`config.mk`:
```
export PLATFORM = sky130hd
export DESIGN_NAME = wave_gen_dds
export DESIGN_NICKNAME = d
export VERILOG_FILES = /design/src/rtl/wave_gen_dds.sv
export SDC_FILE = /design/constraint.sdc
export NUM_CORES = 1
export LEC_CHECK = 0
export CAP_MARGIN = 20
export CORE_MARGIN = 4
export CORE_UTILIZATION = 32
export CTS_CLUSTER_DIAMETER = 40
export DETAILED_ROUTE_END_ITERATION = 7
export PLACE_DENSITY_LB_ADDON = 0.12
export SLEW_MARGIN = 20
export SYNTH_ARGS = -nofsm -noshare
export SYNTH_HDL_FRONTEND = slang
export SYNTH_SLANG_ARGS = --single-unit
```
`constraint.sdc`:
```
create_clock -name clk -period 2 [get_ports clk]
set_input_delay 0.4 -clock clk [delete_from_list [all_inputs] [get_ports clk]]
set_output_delay 0.4 -clock clk [all_outputs]
set_load 0.01 [all_outputs]
```
`src/rtl/wave_gen_dds.sv`:
```
// DDS waveform generator: phase accumulator with four shapes and wrap-staged sel/duty changes.
// Optional WAVEGEN_AMP_EN adds an amp input and one extra output stage that scales the sample.
module wave_gen_dds #(
    parameter int unsigned DATA_W  = 8,
    parameter int unsigned PHASE_W = 16
) (
    input  logic               clk,
    input  logic               rst,
    input  logic               en,
    input  logic               clr,
    input  logic [1:0]         sel,
    input  logic [PHASE_W-1:0] freq_word,
    input  logic [DATA_W-1:0]  duty,
`ifdef WAVEGEN_AMP_EN
    input  logic [DATA_W-1:0]  amp,
`endif
    output logic [DATA_W-1:0]  out,
    output logic               wrap,
    output logic               pending
);

    localparam int unsigned SUM_W  = PHASE_W + 1;
    localparam int unsigned PROD_W = 2 * DATA_W;
    localparam logic [DATA_W-1:0] DUTY_RST = {1'b1, {(DATA_W-1){1'b0}}};

    logic [PHASE_W-1:0] phase;
    logic [1:0]         active_sel;
    logic [DATA_W-1:0]  active_duty;
    logic               carry_q;
    logic               wrap_s1;
    logic [DATA_W-1:0]  shape_q;
    logic [SUM_W-1:0]   sum;
    logic               carry;
    logic [DATA_W-1:0]  p;
    logic [DATA_W-1:0]  t;
    logic               msb;
    logic [DATA_W-1:0]  shape;

    assign sum   = SUM_W'(phase) + SUM_W'(freq_word);
    assign carry = sum[PHASE_W];
    assign p     = phase[PHASE_W-1 -: DATA_W];
    assign t     = phase[PHASE_W-2 -: DATA_W];
    assign msb   = phase[PHASE_W-1];

    assign pending = (sel != active_sel) || (duty != active_duty);

    // Shape decode from the current phase and the active (not requested) settings
    always_comb begin
        shape = '0;
        case (active_sel)
            2'b00:   shape = p;
            2'b01:   shape = msb ? ~t : t;
            2'b10:   shape = (p < active_duty) ? '1 : '0;
            default: shape = ~p;
        endcase
    end

    // carry_q marks the edge where phase wrapped; wrap_s1 lines the pulse up with the wrapped sample
    always_ff @(posedge clk) begin
        if (rst) begin
            phase       <= '0;
            active_sel  <= 2'b00;
            active_duty <= DUTY_RST;
            carry_q     <= 1'b0;
            wrap_s1     <= 1'b0;
            shape_q     <= '0;
        end else begin
            if (clr) begin
                phase   <= '0;
                carry_q <= 1'b0;
            end else if (en) begin
                phase   <= sum[PHASE_W-1:0];
                carry_q <= carry;
            end else begin
                carry_q <= 1'b0;
            end
            if (clr || !en || carry) begin
                active_sel  <= sel;
                active_duty <= duty;
            end
            shape_q <= shape;
            wrap_s1 <= carry_q;
        end
    end

`ifdef WAVEGEN_AMP_EN
    logic [PROD_W-1:0] prod;

    assign prod = PROD_W'(shape_q) * PROD_W'(amp);

    // Amplitude stage: keep the upper half of the full product
    always_ff @(posedge clk) begin
        if (rst) begin
            out  <= '0;
            wrap <= 1'b0;
        end else begin
            out  <= DATA_W'(prod >> DATA_W);
            wrap <= wrap_s1;
        end
    end
`else
    assign out  = shape_q;
    assign wrap = wrap_s1;
`endif

endmodule

```
== Word-level counts from Yosys, hierarchy flattened ==
Cells that the tools add are included.

* Register bits after elaboration: 36
* Bits of input ports: 30
* Word-level logic and storage cells: 25

* Add/sub/neg operators: 1
* $lt $le $gt $ge: 1
* Equal/unequal tests: 4
* Muxes and demuxes: 3
* Bitwise gates (word level): 3
* Reductions and logical operators: 7

{| class="wikitable"
|+ Operators with widths
! cell !! number
|-
| case mux 8 bit (3 select lines) || 1
|-
| adder 16 x 16 -> 17 bit || 1
|-
| two-way mux 8 bit || 2
|-
| NOT 8 bit || 2
|-
| less-than comparator 8 bit || 1
|-
| != test 8 bit || 1
|-
| logical OR 1 bit || 3
|-
| OR reduction 3 bit || 1
|-
| == test 2 x 1 -> 1 bit (second input constant) || 1
|-
| == test 2 bit (second input constant) || 1
|-
| logical NOT 2 bit || 1
|-
| != test 2 bit || 1
|-
| OR reduction 2 bit || 1
|-
| logical NOT 1 bit || 1
|-
| NOT 1 bit || 1
|}

== Depth between registers and ports, before layout ==
* Word-level depth: 3
* Depth in mapped cells: 9

== Worst setup path before layout ==
Ideal clock, no wire load.

* Path kind: input to register
* Start point: in freq_word[0]
* End point: reg phase[14]
* Library setup time: 0.136 ns
* Arrival time: 2.018 ns
* Slack: -0.154 ns
* Stages on the path: 8
* Buffers on the path: 0
* Cells stage by stage: ha_1 > fa_1 > a21oi_1 > o211ai_1 > and4_1 > a211oi_1 > xor2_1 > a21oi_1

* Longest elaborated chain between the ends: 1

{| class="wikitable"
|+ Ends and longest elaborated chain
! element !! RTL line !! RTL
|-
| from (decl) || 12 || <nowiki>input logic [PHASE_W-1:0] freq_word,</nowiki>
|-
| adder 16 x 16 -> 17 bit || 39 || <nowiki>assign sum = SUM_W'(phase) + SUM_W'(freq_word);</nowiki>
|-
| to (signal assigned) || 72 || <nowiki>phase <= sum[PHASE_W-1:0];</nowiki>
|-
| to (decl) || 26 || <nowiki>logic [PHASE_W-1:0] phase;</nowiki>
|}

No other way between the ends.
A chain may end at the register's enable or synchronous reset.

== Worst setup path after layout ==
* Start point: reg phase[0]
* End point: reg active_duty[3]

* Longest elaborated chain between the ends: 2

{| class="wikitable"
|+ Ends and longest elaborated chain
! element !! RTL line !! RTL
|-
| adder 16 x 16 -> 17 bit || 39 ||
|-
| logical OR 1 bit || 77 || <nowiki>if (clr || !en || carry) begin</nowiki>
|-
| to (signal assigned) || 79 || <nowiki>active_duty <= duty;</nowiki>
|-
| to (decl) || 28 || <nowiki>logic [DATA_W-1:0] active_duty;</nowiki>
|}

No other way between the ends.

==> impl_summary.txt <==
----------------------------------------------------
[Setup path]
  CP Capture Type ... flip-flop
  Launching element of the worst setup path ... phase[0]
  Worst r2r dst ... active_duty[3]
  Worst endpoint required time ... 2230 ps
  Length in cells of the worst reg-to-reg path ... 9
  Worst path arrival time ... approximately 2200 ps
  Setup slack of the most critical reg-to-reg path ... roughly 11 ps
  FF-to-FF Start ... phase[0]
  Path type of the worst setup path ... reg -> reg
  Kind of start point of the critical path ... flip-flop
  Worst-path maximum fanout ... 5
  CP endpoint ... active_duty[3]

[Timing]
  Clock skew ... 6.903 ps
  Worst-case hold slack ... 416.8 ps
  Total count of max-transition violations in the final report ... 0
  Highest clock rate ... 0.5027 GHz
  Part of the cycle the worst path needs ... 0.9947
  Unrepaired setup endpoints after global routing ... yes
  Post-route setup TNS ... 0 ps
  Number of failing setup endpoints in the final timing report ... 0
  Number of hold violations in the final report ... 0
  Shortest period the worst path allows ... around 2000 ps
  Transition time of the tightest slew-check pin ... 304.2 ps
  Headroom to the max-slew limit ... 0.7963

[Pwr]
  Relative contribution of the clock network to total power ... 0.257
  Part of the power in registers ... 0.368
  Fraction of power spent switching nets ... 0.3183
  Largest vdd supply drop ... 0.2962 mV
  Design internal power ... 0.001492 W
  Part of the total power dissipated in combinational logic ... 0.375
  Cell Pwr Density ... roughly 520 mW/mm2
  Switching power summed over all nets ... 0.0006964 W
  Leakage power summed over all cells ... 1.814 nW

[Finish]
  # nets final ... 471
  Fraction of final layout cells with drive strength greater than 1 ... 0.3660
  Layout overhead on the synthesized area ... 61.34%
  Most common library cell in the layout ignoring fill and taps ... sky130_fd_sc_hd__buf_4
  Number of filler cells placed in the layout ... 748
  Number of antenna repair diodes ... 0
  Most frequent cells in the layout ... sky130_fd_sc_hd__buf_4, sky130_fd_sc_hd__dfxtp_1, sky130_fd_sc_hd__clkdlybuf4s50_1

[Placement]
  Port Buffers ... 39
  Placer congestion estimate ... 0.8901
  HPWL after detailed placement ... 5.479 mm

[Route]
  Vias/cell ... 5.008
  Wire length per cell after detailed routing ... 14.63 um
  DRC errors left ... 0
  First-pass DRT Iterations ... 4
  Total wirelength of the detailed-routed design ... roughly 7.6 mm
  Via count of the routed design ... ~2600
  Antenna Nets Post-Route ... 0
  Detailed Route Iter0 Violations ... 102

[Synth]
  Number of enable flip-flop cells after synthesis ... 0
  Part of the Yosys area used for sequential elements ... 0.2780
  Synthesized netlist cell count ... 302
  Library cell occupying the most area in the post-synthesis netlist ... sky130_fd_sc_hd__dfxtp_1
  Cell area after synthesis ... 0.002592 mm2
  Syn nets ... roughly 360
  Total number of yosys warnings ... 0
  Synthesis-stage register bit count ... 36
  Area share of the leading cell type in the synthesized netlist ... 0.2780
  Synthesized area per cell ... 8.584 um2
  Count of distinct cell types in the synthesized netlist ... 52
  Top cells by area, synth ... sky130_fd_sc_hd__dfxtp_1, sky130_fd_sc_hd__ha_1, sky130_fd_sc_hd__mux2i_1, sky130_fd_sc_hd__xor2_1, sky130_fd_sc_hd__nand2b_1
  Most used DFF post-synth ... sky130_fd_sc_hd__dfxtp_1
  Proportion of synthesized flip-flops having asynchronous set or reset ... 0

[Clock tree]
  Num Clock Sinks ... 36
  Number of buffers inserted by hold repair at cts ... 0
  CTS H-tree depth ... 2
  Root buffer cell ... sky130_fd_sc_hd__clkbuf_8
  Number of buffers created by CTS ... 5
  Post-CTS clock slew at the launch and capture registers of the worst setup and hold paths ... 80 ps
  Number of buffers on the longest clock path ... 2
  Worst-skew pair later-pin latency ... 300 ps
  CTS tree ... yes

[Global routing]
  Initial antenna violation count ... 0
  Maximum number of pins on one net before global-route repair ... 30
  Aggregate global routing overflow ... 0
  Combined global-route utilization of all metal layers ... 0.1579
  Global-route wire length before repair ... approximately 12 mm
  Via count of the first global-routing pass ... around 2500

[Floorplan]
  Number of top-level design ports ... 40
  Horiz. Die Dim ... 98.01 um
  Initial standard-cell utilization of the core ... 0.3321
  Placeable core region ... 0.007807 mm2
  Row count ... 32
  Die span in y ... between 90 and 100 um
  DIE AREA ... around 0.0096 mm2

[Status]
  Result of the run ... complete, no violations

[Run]
  Maximum Capacitance Violations ... 0

[Hold path]
  Path type of the worst min-delay path ... in -> reg

----------------------------------------------------
-- synthesized netlist by cell type (7+ instances only) --
master / number
sky130_fd_sc_hd__nand3_1: 7
sky130_fd_sc_hd__nand2_1: 19
sky130_fd_sc_hd__ha_1: 23
sky130_fd_sc_hd__o21ai_0: 9
sky130_fd_sc_hd__nor2_1: 21
sky130_fd_sc_hd__mux2i_1: 18
sky130_fd_sc_hd__xor2_1: 17
sky130_fd_sc_hd__inv_1: 15
sky130_fd_sc_hd__dfxtp_1: 36
sky130_fd_sc_hd__xnor2_1: 10
sky130_fd_sc_hd__a21oi_1: 20
sky130_fd_sc_hd__nand2b_1: 22
-- power groups by stage --
| stage | Combinational [W] | Clock (W) | Sequential, W |
|---|---|---|---|
| after floorplan | 0.000369 | 0 | 0.000823 |
| after detailed placement | 0.000685 | 0 | 0.000815 |
| final | 0.000820 | 0.000563 | 0.000805 |
| after CTS | 0.000748 | 0.000584 | 0.000803 |
| after global placement | 0.000680 | 0 | 0.000814 |
| after global routing | 0.000896 | 0.000608 | 0.000811 |
-- state kept, by name (all words and copies together), names as in the netlist --
signal and count:
carry_q 1, active_duty 8, phase 16, active_sel 2, out 8, wrap 1
-- per-stage QoR --
stage	power [W]	area (um2)	setup slack [ps]	util	cells
after global routing	0.002314	4183	-107.1	0.5357	520
after global placement	0.001494	3587	-609.9	0.4595	500
final	0.002188	4183	10.67	0.5357	520
after floorplan	0.001192	2623	13.18	-	302
after detailed placement	0.001500	3587	-663.4	0.4595	500
after CTS	0.002134	3933	-31.57	0.5037	516
-- cell type report --
cell class,instances,area [um2],share of cell area
inverters,15,56.30,0.01346
clock inverters,1,7.507,0.001795
well taps,102,127.6,0.03051
flip-flops and latches,36,732.0,0.1750
multi-input cells,239,2138,0.5112
clock buffers,7,86.33,0.02064
repair buffers,120,1035,0.2474
-- layer usage --
metal | vias up | share of wire | GRT usage
met2 | 65 | 0.46 | 0.2445
met5 | - | 0 | 0
met3 | 14 | 0.044 | 0.02857
met4 | 0 | 0.023 | 0.05218
met1 | 1205 | 0.48 | 0.2211
li1 | 1320 | - | -
-- critical path, stage by stage, from the launching register on --
cell and delay, ps:
sky130_fd_sc_hd__dfxtp_2 340, sky130_fd_sc_hd__ha_4 160, sky130_fd_sc_hd__fa_2 360, sky130_fd_sc_hd__a21oi_2 170, sky130_fd_sc_hd__o211ai_1 160, sky130_fd_sc_hd__nand3_2 130
sky130_fd_sc_hd__nand2_2 90, sky130_fd_sc_hd__o2bb2ai_4 170, sky130_fd_sc_hd__buf_6 170, sky130_fd_sc_hd__mux2i_1 180
-- worst min-delay path by stage --
stage	start	to	slack (ps)	cells after the start
after floorplan	carry_q	wrap	410	1
after global placement	carry_q	wrap	450	1
after detailed placement	carry_q	wrap	440	1
after CTS	carry_q	wrap	460	1
after global routing	duty[0]	active_duty[0]	430	3
final	duty[4]	active_duty[4]	420	3
-- repair_timing --
action / CTS / global route
gates resized for setup: 46 / 45
setup buffers: 7 / 4
cloned: 1 / 0
setup endpoints to repair: 26 / 27
pin swaps: 25 / 32
-- cell families after synthesis --
family / count (synthesis) / synth area share
buffers and inverters: 27 / 0.04923
AOI/OAI and AO/OA: 80 / 0.2148
and+or+nand+nor: 89 / 0.1742
muxes: 19 / 0.07384
DFF: 36 / 0.2780
xor gates and xnor gates: 27 / 0.09121
adders and majority gates: 24 / 0.1187
Note: power is estimated with default switching activity, not from simulation.
